`src/rtl/hub75_pkg.sv`:
```
// Shared types and sizing helpers for the HUB75 scan engine.
package hub75_pkg;

    localparam int LANE_BITS = 3;

    typedef enum logic [2:0] {
        ST_IDLE,
        ST_SHIFT,
        ST_BLANK,
        ST_LATCH,
        ST_DISPLAY
    } scan_state_t;

    // Counter/address width for n distinct values, never narrower than one bit.
    function automatic int width_of(input int n);
        return (n <= 2) ? 1 : $clog2(n);
    endfunction

endpackage

```
`src/rtl/bcm_display_timer.sv`:
```
// Bitplane on-time counter: loads BASE_TICKS<<plane and counts down to zero.
module bcm_display_timer
    import hub75_pkg::*;
#(
    parameter int BIT_DEPTH  = 6,
    parameter int BASE_TICKS = 4
) (
    input  logic                           clk_in,
    input  logic                           reset,
    input  logic                           load,
    input  logic [width_of(BIT_DEPTH)-1:0] plane,
    output logic                           last,
    output logic                           expired
);

    localparam int CNT_W = $clog2(BASE_TICKS << (BIT_DEPTH - 1)) + 1;

    logic [CNT_W-1:0] cnt;

    always_ff @(posedge clk_in or negedge reset) begin
        if (!reset) begin
            cnt <= '0;
        end else if (load) begin
            cnt <= CNT_W'(BASE_TICKS) << plane;
        end else if (cnt != '0) begin
            cnt <= cnt - CNT_W'(1);
        end
    end

    assign last    = (cnt == CNT_W'(1));
    assign expired = (cnt == '0);

endmodule

```
`src/rtl/hub75_scan_engine.sv`:
```
// HUB75 scanner: column shift, row latch and BCM output-enable sequencing,
// with optional shifting of the next bitplane while the current one is lit.
module hub75_scan_engine
    import hub75_pkg::*;
#(
    parameter int COLUMNS      = 64,
    parameter int SCAN_ROWS    = 16,
    parameter int BIT_DEPTH    = 6,
    parameter int LANES        = 2,
    parameter int BASE_TICKS   = 4,
    parameter int LATCH_CYCLES = 1,
    parameter int OVERLAP      = 0
) (
    input  logic                           clk_in,
    input  logic                           reset,
    input  logic                           enable,
    input  logic [BIT_DEPTH-1:0]           brightness_enable,
    output logic                           pixel_request,
    output logic [width_of(COLUMNS)-1:0]   column_address,
    output logic [width_of(SCAN_ROWS)-1:0] row_address,
    output logic [width_of(BIT_DEPTH)-1:0] bitplane,
    input  logic [LANE_BITS*LANES-1:0]     pixel_data,
    output logic [LANE_BITS*LANES-1:0]     rgb_out,
    output logic                           clk_pixel,
    output logic                           row_latch,
    output logic                           output_enable,
    output logic [width_of(SCAN_ROWS)-1:0] row_address_active,
    output logic                           frame_start
);

    localparam int COL_W  = width_of(COLUMNS);
    localparam int ROW_W  = width_of(SCAN_ROWS);
    localparam int PL_W   = width_of(BIT_DEPTH);
    localparam int K_LAST = 2 * COLUMNS + 1;
    localparam int K_W    = width_of(2 * COLUMNS + 2);
    localparam int LC_W   = width_of(LATCH_CYCLES);
    localparam int RGB_W  = LANE_BITS * LANES;

    scan_state_t      state, state_nxt;
    logic [K_W-1:0]   shift_k;
    logic             shift_done;
    logic [ROW_W-1:0] row_q, act_row_q;
    logic [PL_W-1:0]  plane_q, disp_plane_q;
    logic [LC_W-1:0]  latch_cnt;
    logic [RGB_W-1:0] rgb_q;
    logic             clk_pix_q;

    logic shifting, k_last, shift_fin, disp_last, disp_expired, disp_fin;
    logic latch_last, latch_end;

    bcm_display_timer #(
        .BIT_DEPTH (BIT_DEPTH),
        .BASE_TICKS(BASE_TICKS)
    ) u_timer (
        .clk_in (clk_in),
        .reset  (reset),
        .load   (latch_end),
        .plane  (plane_q),
        .last   (disp_last),
        .expired(disp_expired)
    );

    always_comb begin
        // In overlap mode the shift side runs behind the lit plane until it completes.
        shifting   = (state == ST_SHIFT) ||
                     ((OVERLAP != 0) && (state == ST_DISPLAY) && !shift_done);
        k_last     = (shift_k == K_W'(K_LAST));
        shift_fin  = shift_done || (shifting && k_last);
        disp_fin   = disp_last || disp_expired;
        latch_last = (latch_cnt == LC_W'(LATCH_CYCLES - 1));
        latch_end  = (state == ST_LATCH) && latch_last;
    end

    always_comb begin
        state_nxt = state;
        unique case (state)
            ST_IDLE:    if (enable) state_nxt = ST_SHIFT;
            ST_SHIFT:   if (k_last) state_nxt = ST_BLANK;
            ST_BLANK:   state_nxt = ST_LATCH;
            ST_LATCH:   if (latch_last) state_nxt = ST_DISPLAY;
            ST_DISPLAY: begin
                if (disp_fin) begin
                    if (!enable)           state_nxt = ST_IDLE;
                    else if (OVERLAP == 0) state_nxt = ST_SHIFT;
                    else if (shift_fin)    state_nxt = ST_BLANK;
                end
            end
            default:    state_nxt = ST_IDLE;
        endcase
    end

    always_ff @(posedge clk_in or negedge reset) begin
        if (!reset) begin
            state        <= ST_IDLE;
            shift_k      <= '0;
            shift_done   <= 1'b0;
            row_q        <= '0;
            plane_q      <= '0;
            disp_plane_q <= '0;
            act_row_q    <= '0;
            latch_cnt    <= '0;
            rgb_q        <= '0;
            clk_pix_q    <= 1'b0;
        end else begin
            state     <= state_nxt;
            // Even k>=2 means data went out last cycle; raise the panel clock now.
            clk_pix_q <= shifting && !shift_k[0] && (shift_k != '0);

            if (state == ST_LATCH) latch_cnt <= latch_cnt + LC_W'(1);
            else                   latch_cnt <= '0;

            if ((state == ST_LATCH) && (latch_cnt == '0)) act_row_q <= row_q;

            if (shifting && shift_k[0] && !k_last) rgb_q <= pixel_data;

            if (shifting) begin
                if (k_last) begin
                    shift_k    <= '0;
                    shift_done <= (state == ST_DISPLAY);
                end else begin
                    shift_k <= shift_k + K_W'(1);
                end
            end

            // Hand the shifted plane to the display side and step to the next one.
            if (latch_end) begin
                shift_k      <= '0;
                shift_done   <= 1'b0;
                disp_plane_q <= plane_q;
                if (plane_q == PL_W'(BIT_DEPTH - 1)) begin
                    plane_q <= '0;
                    row_q   <= (row_q == ROW_W'(SCAN_ROWS - 1)) ? '0 : row_q + ROW_W'(1);
                end else begin
                    plane_q <= plane_q + PL_W'(1);
                end
            end

            if (state_nxt == ST_IDLE) begin
                shift_k    <= '0;
                shift_done <= 1'b0;
                row_q      <= '0;
                plane_q    <= '0;
                act_row_q  <= '0;
                rgb_q      <= '0;
                clk_pix_q  <= 1'b0;
            end
        end
    end

    assign pixel_request      = shifting && !shift_k[0] && (shift_k != K_W'(2 * COLUMNS));
    assign column_address     = COL_W'(shift_k >> 1);
    assign row_address        = row_q;
    assign bitplane           = plane_q;
    assign frame_start        = pixel_request && (shift_k == '0) && (row_q == '0) && (plane_q == '0);
    assign rgb_out            = rgb_q;
    assign clk_pixel          = clk_pix_q;
    assign row_latch          = (state == ST_LATCH);
    assign output_enable      = (state == ST_DISPLAY) && !disp_expired &&
                                brightness_enable[disp_plane_q];
    assign row_address_active = act_row_q;

endmodule

```
`config.mk`:
```
export PLATFORM = sky130hd
export DESIGN_NAME = hub75_scan_engine
export DESIGN_NICKNAME = d
export VERILOG_FILES = /design/src/rtl/hub75_pkg.sv /design/src/rtl/bcm_display_timer.sv /design/src/rtl/hub75_scan_engine.sv
export SDC_FILE = /design/constraint.sdc
export NUM_CORES = 1
export LEC_CHECK = 0
export ABC_AREA = 1
export BUFFER_PORTS_ARGS = -buffer_cell sky130_fd_sc_hd__buf_4
export CORE_MARGIN = 1
export CORE_UTILIZATION = 30
export DETAILED_ROUTE_END_ITERATION = 10
export PLACE_DENSITY = 0.5
export SLEW_MARGIN = 10
export SYNTH_ARGS = -nofsm -noshare
export SYNTH_HDL_FRONTEND = slang
export SYNTH_SLANG_ARGS = --single-unit
```
`constraint.sdc`:
```
create_clock -name clk_in -period 2.3 [get_ports clk_in]
set_input_delay 0.115 -clock clk_in [delete_from_list [all_inputs] [get_ports clk_in]]
set_output_delay 0.115 -clock clk_in [all_outputs]
set_load 0.005 [all_outputs]
```
# Word-level counts from Yosys, hierarchy flattened
# Cells that the tools add are included.
[totals]
word_cells = 83
input_bits = 15
out_inout_bits = 28
reg_bits = 41
[op_classes]
addsub = 5
muxes = 27
magnitude_cmp = 1
n_eq_ne = 9
n_shift = 1
n_bitwise = 1
reduce_logical = 29
[op_table]
columns = ["cell", "n"]
rows = [
  ["two-way mux 8 bit", 6],
  ["two-way mux 4 bit", 6],
  ["two-way mux 3 bit", 7],
  ["zero test 8 bit", 2],
  ["nonzero test 8 bit", 2],
  ["one-hot mux 3 bit (5 select lines)", 1],
  ["two-way mux 6 bit", 2],
  ["logical AND 1 bit", 11],
  ["zero test 3 bit", 3],
  ["adder 8 x 1 -> 8 bit (second input constant)", 1],
  ["== test 8 x 1 -> 1 bit (second input constant)", 1],
  ["== test 8 bit (second input constant)", 1],
  ["!= test 8 bit (second input constant)", 1],
  ["nonzero test 2 bit", 4],
  ["left shift 3 x 3 -> 8 bit (first input constant)", 1],
  ["subtractor 8 x 1 -> 8 bit (second input constant)", 1],
  ["== test 3 x 2 -> 1 bit (second input constant)", 2],
  ["== test 3 bit (second input constant)", 2],
  ["adder 4 x 1 -> 4 bit (second input constant)", 1],
  ["== test 4 bit (second input constant)", 1],
  ["zero test 4 bit", 1],
  ["less-than comparator 3 x 4 -> 1 bit (second input constant)", 1],
  ["two-way mux 1 bit", 4],
  ["adder 3 x 1 -> 3 bit (second input constant)", 1],
  ["other kinds (8)", 10],
]

# Longest topological paths before layout
# Gate-level depths: netlist of the first run.
[logic_depth]
ltp_word = 7
ltp_mapped = 12
ltp_nobuf = 11

# Hierarchy
# From an unflattened synthesis of the first run, not the netlist that was laid out.
[hier_totals]
cells_unflattened = 319
area_unflattened_um2 = 2501.1
[by_module_without_submodules]
columns = ["module", "area_per_inst_um2", "seq_area_each_um2", "n_inst", "cells_each"]
rows = [
  ["hub75_scan_engine", 1895.6, 825.8, 1, 237],
  ["bcm_display_timer", 605.6, 200.2, 1, 82],
]

# Least setup slack after synthesis of the first run
# Ideal clock, no wire load.
[synth_path]
path_type = "flip-flop to flip-flop"
start = "register shift_k[1]"
end = "register row_q[1], in the netlist row_address[1]"
setup_ps = 119
setup_slack_ps = 659
path_buffers = 1
t_required_ps = 2181
path_stages_with_launch = 12
t_arrival_ps = 1522
synth_period_minus_slack_ps = 1641
path_cell_list = "dfrtp_1 inv_1 ha_1 inv_1 nor2_1 nand2_1 nand2_4 nand2_2 nor2_4 nand3_2 buf_6 and2_1"
[synth_between]
elab_chain_len = 6
word_cells_on_any_way = 8
cone_classes = "eq/ne (1); mux (3); reduce/logical (4)"
[synth_lines]
columns = ["item", "line_no", "text"]
rows = [
  ["start, declared", "hub75_scan_engine.sv:40", "logic [K_W-1:0] shift_k;"],
  ["start signal, assigned", "hub75_scan_engine.sv:121", "shift_k <= shift_k + K_W'(1);"],
  ["== test 8 bit *", "hub75_scan_engine.sv:67", "k_last = (shift_k == K_W'(K_LAST));"],
  ["two-way mux 3 bit *", "hub75_scan_engine.sv:78", "ST_SHIFT: if (k_last) state_nxt = ST_BLANK;"],
  ["one-hot mux 3 bit (5 select lines) *", "hub75_scan_engine.sv:76", "unique case (state)"],
  ["zero test 3 bit *", "hub75_scan_engine.sv:138", "if (state_nxt == ST_IDLE) begin"],
  ["nonzero test 2 bit (no line)", "-", ""],
  ["AND reduction 2 bit (no line)", "-", ""],
  ["end signal, assigned", "hub75_scan_engine.sv:132", "row_q <= (row_q == ROW_W'(SCAN_ROWS - 1)) ? '0 : row_q + ROW_W'(1);"],
  ["end, declared", "hub75_scan_engine.sv:42", "logic [ROW_W-1:0] row_q, act_row_q;"],
]
# Mark *: on every way between the ends. The rest lies on a longest branch, timed or not.
# A chain may end at the register's enable or synchronous reset.

# Final worst setup path of the first run
[layout_path]
start = "register shift_k[1]"
end = "register rgb_q[5], in the netlist rgb_out[5]"
[layout_between]
elab_chain_len = 5
word_cells_on_any_way = 8
cone_classes = "eq/ne (1); mux (3); reduce/logical (4)"
[layout_lines]
columns = ["item", "line_no", "text"]
rows = [
  ["== test 8 bit *", "hub75_scan_engine.sv:67", ""],
  ["two-way mux 3 bit", "hub75_scan_engine.sv:78", ""],
  ["one-hot mux 3 bit (5 select lines)", "hub75_scan_engine.sv:76", ""],
  ["zero test 3 bit", "hub75_scan_engine.sv:138", ""],
  ["two-way mux 6 bit or nonzero test 2 bit (tied branches)", "-", ""],
  ["end signal, assigned", "hub75_scan_engine.sv:114", "if (shifting && shift_k[0] && !k_last) rgb_q <= pixel_data;"],
  ["end, declared", "hub75_scan_engine.sv:45", "logic [RGB_W-1:0] rgb_q;"],
]
# Marks and branches as above.

==> run_results.csv, run 1 <==
group,metric,value,unit
grt,met3_usage,3.27,%
critical_path,reg2reg_depth,11,
critical_path,crit_path_frequent_cell,"inv_1",
finish,layout.core_utilization,38.3,%
grt,busiest_layer,"met2",
place,io_buffers,42,
logic_synthesis,synth_cell_types,34,
drt,final_antenna_net_count,0,
power,p_total,1.49,mW
clock_tree,htreeDepth,2,
logic_synthesis,yosys-mux-area-fraction,0,%
power,p_leak,1.53,nW
place,post_dp_cell_area,2810,um^2
logic_synthesis,syn_nets,335,
logic_synthesis,synth_area,2400,um^2
critical_path,worst_setup_path_end_kind,"flip-flop",
logic_synthesis,synth_fa_ha_area_share,4.69,%
grt,use_met2,21.7,%
hold_path,min_path_type,"in2reg",
finish,final_area,2960,um^2
critical_path,crit_chain,"inv_1, ha_1, inv_1, nor2_1, nand2_1, nand2_4, nand2_2, nor2_4, nand3_2, buf_12, and2_2",
grt,grtUsageMet1,19.7,%
finish,seqCellArea,1030,um^2
floorplanning,row_count,32,
grt,grt_pass1_wl,9.36,mm
floorplanning,die_area,8370,um^2
sta,final.period_utilization,86.0,%
grt,grt_usage,14.2,%
logic_synthesis,synth_top_family_by_area,"simple AND/OR/NAND/NOR gates",
sta,fin_skew,0.00556,ns
logic_synthesis,yosysTopAreaCellShare,42.7,%
finish,diodes,0,
logic_synthesis,postSynthAreaPerCell,7.73,um^2
finish,drive_gt1_share,20.2,%
logic_synthesis,synth_xor_area_share,2.55,%
critical_path,cp-endpoint,"rgb_out[5]$_DFFE_PN0P_",
drt,wl_per_cell,11.9,um
drt,drt_iter0_drc,75,
grt,grt_max_degree,42,
finish,multi_input_area,1120,um^2
logic_synthesis,syn-instance-count,311,
clock_tree,root_buffer,"clkbuf_8",
sta,hold_ws,0.128,ns
floorplanning,ios,43,
job,max-cap-violations,0,
critical_path,r2r_start,"shift_k[1]$_DFFE_PN0P_",
clock_tree,clkTransAtPathRegs,0.09,ns
logic_synthesis,synth_top_cell_by_area,"dfrtp_1",
logic_synthesis,yosys_warnings,0,
logic_synthesis,yosys_most_used_dff,"dfrtp_1",
grt,grt_pass1_vias,1959,
drt,first_pass_iters,4,
drt,dr_total_vias,2040,
drt,vias_per_cell,4.45,
place,place.gp.congestion,0.768,
finish,syn2layout_area_growth,23.0,%
critical_path,crit_path_max_fanout,15,
critical_path,slowest_delay,0.43,ns
critical_path,worstSetupStartpointType,"flip-flop",
critical_path,r2r_setup_slack,0.32,ns
logic_synthesis,async_flop_share,100,%
sta,setup_violations,0,
grt,antenna_found_initial,0,
power,max-vdd-ir-drop,0.000176,V
clock_tree,clock_latency,0.29,ns
logic_synthesis,synth-compound-area-share,10.2,%
floorplanning,die_y,91.5,um
clock_tree,clock_path_buffers,2,
critical_path,criticalPathCategory,"reg2reg",
floorplanning,core_area,7730,um^2
critical_path,r2r-end,"rgb_out[5]$_DFFE_PN0P_",
hold_path,hp-start,"pixel_data[1]",
grt,grt_overflow,0,
critical_path,crit_required,2.49,ns
logic_synthesis,ys_seq_area_share,42.7,%
floorplanning,initial_utilization,31.1,%
finish,fillers,799,
finish,finalNetCount,379,
clock_tree,cts_inserted_buffers,5,
critical_path,crit_start,"shift_k[1]$_DFFE_PN0P_",
clock_tree,clock_sinks,41,
sta,max_freq,0.505,GHz
critical_path,cp_slowest_cell,"dfrtp_1",
status,status,"complete, no violations",
floorplanning,die_w,91.5,um
drt,routed_wl,5.47,mm
sta,rsz0062_at_grt,"no",
sta,fin_crit,1.98,ns
sta,final_max_slew_viol_count,0,
power,power.density,504,nW/um^2
sta,hold_viol,0,
drt,drc,0,
sta,setup_tns,0,ns
place,place_hpwl,4.08,mm
logic_synthesis,synth-simple-area-share,29.1,%
sta,maxSlewHeadroom,63.6,%
sta,tightest_slew,0.546,ns
logic_synthesis,synth.top_cells.by_area,"dfrtp_1 (43%), nand2_1 (11%), inv_1 (6.1%)",
clock_tree,cts_tree,"yes",
critical_path,critPathArrivalTime,2.17,ns
logic_synthesis,synth_edf_count,0,
logic_synthesis,synth.ff_latch_count,41,
-- sequential cells by signal (all words and copies together) (netlist names) --
signal              count
bitplane                3
clk_pixel               1
disp_plane_q            3
latch_cnt               1
rgb_out                 6
row_address             4
row_address_active      4
shift_k                 8
state                   3
u_timer.cnt             8
-- stage by stage --
| stage | setup slack, ns | cells |
|---|---|---|
| floorplan | 0.659 | 311 |
| global placement | 0.383 | 449 |
| detailed placement | 0.307 | 449 |
| CTS | 0.275 | 458 |
| global route | 0.155 | 458 |
| finish | 0.321 | 458 |
-- routing by layer --
layer	wire, um	up-vias	part of all wire [%]
li1	-	1070	-
met5	0	-	0
met2	2440	33	45
met1	2790	932	51
met3	177	5	3.2
met4	54	0	0.99
-- critical path, delay by kind of cell, from the launching register on --
kind / cells / cell delay (ns)
adders and majority gates: 1 / 0.15
and+or+nand+nor: 7 / 0.95
DFF: 1 / 0.43
buffers and inverters: 3 / 0.36
-- cell families after synthesis --
kind of cell,after synthesis
flops,41
simple gates,155
buf+inv,57
fa+ha+maj,9
compound gates,42
xor+xnor,7
-- cell usage after synthesis, types with 7 or more instances --
| cell type | n |
|---|---|
| nand2_1 | 70 |
| dfrtp_1 | 41 |
| inv_1 | 39 |
| nor2_1 | 34 |
| nand3_1 | 21 |
| o21ai_0 | 20 |
| a21oi_1 | 11 |
| ha_1 | 9 |
| buf_4 | 8 |
| and2_1 | 7 |
| nor3_1 | 7 |
| xor2_1 | 7 |
-- how the worst min path moves through the flow --
stage | endpoint | slack, ns | cells after the start
final | rgb_out[1]$_DFFE_PN0P_ | 0.13 | 4
after global placement | u_timer.cnt[4]$_DFFE_PN0P_ | 0.15 | 1
after floorplan | bitplane[0]$_DFFE_PN0P_ | -0.18 | 0
after detailed placement | u_timer.cnt[4]$_DFFE_PN0P_ | 0.15 | 1
after global routing | rgb_out[1]$_DFFE_PN0P_ | 0.13 | 4
after CTS | rgb_out[1]$_DFFE_PN0P_ | 0.11 | 4
-- layout make-up --
cell class,count,area share (%)
multi-input cells,213,37.8
flip-flops and latches,41,34.7
repair buffers,48,12.7
inverters,46,5.84
well taps,102,4.32
clock buffers,5,2.33
clock inverters,3,2.33
-- report_power, final --
part / internal (mW) / total, mW / switching [mW]
combinational: 0.0292 / 0.0538 / 0.0246
sequential: 0.725 / 0.729 / 0.00332
clock: 0.437 / 0.708 / 0.271
-- layout by cell type, fill, tap and decap left out, types with 2 or more instances in the layout --
cell / n
ha_1: 9
and3_1: 2
nor2_1: 34
nor4_1: 2
inv_1: 39
buf_4: 46
inv_2: 6
nand2_1: 70
or2_2: 2
nand3_1: 21
xor2_1: 7
dfrtp_1: 41
and2_1: 7
a31oi_1: 2
bufinv_16: 2
o21ai_0: 20
nor3_1: 7
a21oi_1: 11
nand4_1: 3
clkbuf_8: 5
o21a_1: 4
-- what timing repair did --
action,4_1_cts,5_1_grt
hold buffers,1,0
setup buffers,0,0
hold endpoints to repair,41,0
gates resized for setup,0,0
No activity file was read; power rests on OpenSTA's default activity.
==> run 2, diff against run 1 <==
--- a/config.mk
+++ b/config.mk
@@ -5,10 +5,10 @@
 export SDC_FILE = /design/constraint.sdc
 export NUM_CORES = 1
 export LEC_CHECK = 0
-export ABC_AREA = 1
 export BUFFER_PORTS_ARGS = -buffer_cell sky130_fd_sc_hd__buf_4
 export CORE_MARGIN = 1
 export CORE_UTILIZATION = 30
+export CTS_BUF_LIST = sky130_fd_sc_hd__clkbuf_16
 export DETAILED_ROUTE_END_ITERATION = 10
 export PLACE_DENSITY = 0.5
 export SLEW_MARGIN = 10
==> run 2 against run 1 <==
Count of clock-buffer cells in the layout unchanged; cell count decreased by 13%; die area is 1.3% lower; routed wire length increased by 4.5%; first-iteration DRC count increased by 33%; fmax decreased by 5.3%; setup slack lost 0.11 ns; sequential share of layout area down 0.20 points; largest cell class unchanged; highest routed layer unchanged.
==> run_results.csv, run 2 <==
group,metric,value,unit
sta,setup_tns,0,ns
critical_path,worst_setup_path_end_kind,"output pin",
grt,grt_max_degree,42,
drt,first_pass_iters,5,
critical_path,r2r-end,"shift_k[6]$_DFFE_PN0P_",
logic_synthesis,synth_cell_types,53,
sta,fin_skew,0.00195,ns
sta,fin_crit,2.09,ns
sta,maxSlewHeadroom,59.2,%
floorplanning,core_area,7690,um^2
sta,rsz0062_at_grt,"no",
sta,final_max_slew_viol_count,0,
finish,syn2layout_area_growth,25.4,%
clock_tree,clkTransAtPathRegs,0.06,ns
logic_synthesis,synth_most_common_cell,"dfrtp_1",
floorplanning,ios,43,
status,status,"complete, no violations",
hold_path,whs_path_depth,3,
hold_path,min_path_type,"in2reg",
power,max-vdd-ir-drop,0.000354,V
grt,grt_pass1_wl,9.72,mm
grt,grt_usage,14.8,%
critical_path,crit_path_max_fanout,9,
clock_tree,clock_sinks,41,
finish,layout.core_utilization,38.7,%
logic_synthesis,synth_area,2370,um^2
finish,layout_commonest_cell,"buf_4",
logic_synthesis,synth_top_cell_by_area,"dfrtp_1",
clock_tree,clock_path_buffers,2,
job,max-cap-violations,0,
logic_synthesis,synth.ff_latch_count,41,
logic_synthesis,synth.top_cells.by_area,"dfrtp_1 (43%), nand2_1 (5.4%), a21oi_1 (4.9%)",
drt,drc,0,
logic_synthesis,async_flop_share,100,%
critical_path,r2r_setup_slack,0.24,ns
sta,setup_violations,0,
drt,final_antenna_net_count,0,
clock_tree,htreeDepth,2,
logic_synthesis,synth_edf_count,0,
clock_tree,cts_inserted_buffers,5,
floorplanning,initial_utilization,30.8,%
clock_tree,postCtsSetupRepairBufs,0,
drt,wl_per_cell,14.3,um
logic_synthesis,postSynthAreaPerCell,9.48,um^2
finish,fillers,774,
floorplanning,row_count,32,
critical_path,reg2reg_depth,5,
finish,final_cell_mix,"buf_4 (53), dfrtp_1 (41), nand2_1 (34)",
logic_synthesis,yosys_warnings,0,
grt,antenna_found_initial,0,
finish,finalNetCount,320,
place,io_buffers,42,
sta,max_freq,0.479,GHz
logic_synthesis,yosys_most_used_dff,"dfrtp_1",
finish,drive_gt1_share,24.9,%
clock_tree,root_buffer,"clkbuf_16",
place,place.gp.congestion,0.808,
drt,vias_per_cell,4.85,
power,p_leak,1.39,nW
clock_tree,clock_latency,0.28,ns
place,place_hpwl,4.00,mm
drt,routed_wl,5.72,mm
drt,dr_total_vias,1935,
logic_synthesis,synthTopCellsByCount,"dfrtp_1 (41), nand2_1 (34), a21oi_1 (23)",
sta,hold_viol,0,
floorplanning,die_w,90.9,um
logic_synthesis,syn-instance-count,250,
grt,grt_overflow,0,
sta,tightest_slew,0.610,ns
logic_synthesis,ys_seq_area_share,43.3,%
sta,final.period_utilization,90.8,%
drt,drt_iter0_drc,100,
critical_path,critPathArrivalTime,1.97,ns
critical_path,crit_required,2.18,ns
logic_synthesis,yosysTopAreaCellShare,43.3,%
logic_synthesis,syn_nets,274,
floorplanning,die_y,90.9,um
critical_path,r2r_start,"state[2]$_DFF_PN0_",
finish,diodes,0,
grt,grt_pass1_vias,1933,
critical_path,criticalPathCategory,"reg2out",
power,power.density,977,nW/um^2
hold_path,whs_endpoint,"rgb_out[1]$_DFFE_PN0P_",
floorplanning,die_area,8260,um^2
critical_path,worstSetupStartpointType,"flip-flop",
clock_tree,cts_tree,"yes",
hold_path,hp-start,"pixel_data[1]",
run 2: report_power, final:
group | leakage, nW | internal, mW | total (mW) | switching, mW
logic | 0.776 | 0.513 | 0.960 | 0.447
registers | 0.535 | 0.904 | 1.14 | 0.235
clock network | 0.0775 | 0.509 | 0.806 | 0.297
total | 1.39 | 1.93 | 2.91 | 0.980
run 2: per-layer routing:
metal	routed length [um]	vias up	track usage, %
li1	-	975	-
met1	2820	923	19.6
met2	2710	35	24.3
met3	157	2	3.28
met4	24	0	3.97
met5	0	-	0
run 2: cells by family (layout without fill, tap and decap cells):
family | count (synthesis) | count (layout) | share of synthesized area [%]
and+or+nand+nor | 113 | 113 | 26.0
AOI/OAI and AO/OA | 53 | 53 | 15.9
DFF | 41 | 41 | 43.3
buffers and inverters | 25 | 72 | 6.07
adders and majority gates | 9 | 9 | 4.75
xor gates and xnor gates | 6 | 6 | 2.22
muxes | 3 | 3 | 1.79
run 2: stage by stage:
stage | cell area [um^2] | hold slack, ns | total power [mW] | instances | setup slack (ns)
2_1_floorplan | 2370 | -0.181 | 1.75 | 250 | 0.548
3_3_place_gp | 2790 | 0.144 | 2.11 | 390 | 0.0847
3_5_place_dp | 2790 | 0.151 | 2.12 | 390 | 0.0437
4_1_cts | 2970 | 0.0998 | 2.93 | 399 | 0.0301
5_1_grt | 2970 | 0.102 | 3.09 | 399 | 0.0334
6_report | 2970 | 0.106 | 2.91 | 399 | 0.211
run 2: repair_timing:
action | in CTS | in global routing
endpoints found under the setup margin | 0 | 10
endpoints found under the hold margin | 41 | 0
gates resized for setup | 0 | 1
hold buffers | 1 | 0
run 2: layout make-up:
class / instances / area (um^2) / share of cell area [%]
Multi-Input combinational cell: 184 / 1210 / 40.6
Clock inverter: 3 / 41.3 / 1.39
Timing Repair Buffer: 54 / 408 / 13.7
Tap cell: 102 / 128 / 4.29
Clock buffer: 5 / 125 / 4.21
Inverter: 10 / 38.8 / 1.30
Sequential cell: 41 / 1030 / 34.5
run 2: critical path, stage by stage (launching register included):
cell and delay [ns]:
dfrtp_1 0.37, buf_4 0.16, or3b_1 0.53, nor2_1 0.19
nand4_1 0.10, nor3_1 0.20, buf_4 0.15
run 2: how the worst max path moves through the flow:
| stage | cells after the start | startpoint | to |
|---|---|---|---|
| floorplan | 7 | u_timer.cnt[0]$_DFFE_PN0P_ | shift_k[5]$_DFFE_PN0P_ |
| global placement | 7 | u_timer.cnt[0]$_DFFE_PN0P_ | row_address[2]$_DFFE_PN0P_ |
| detailed placement | 7 | u_timer.cnt[0]$_DFFE_PN0P_ | row_address_active[2]$_DFFE_PN0P_ |
| CTS | 7 | u_timer.cnt[0]$_DFFE_PN0P_ | row_address_active[2]$_DFFE_PN0P_ |
| global route | 6 | state[2]$_DFF_PN0_ | frame_start |
| finish | 6 | state[2]$_DFF_PN0_ | frame_start |
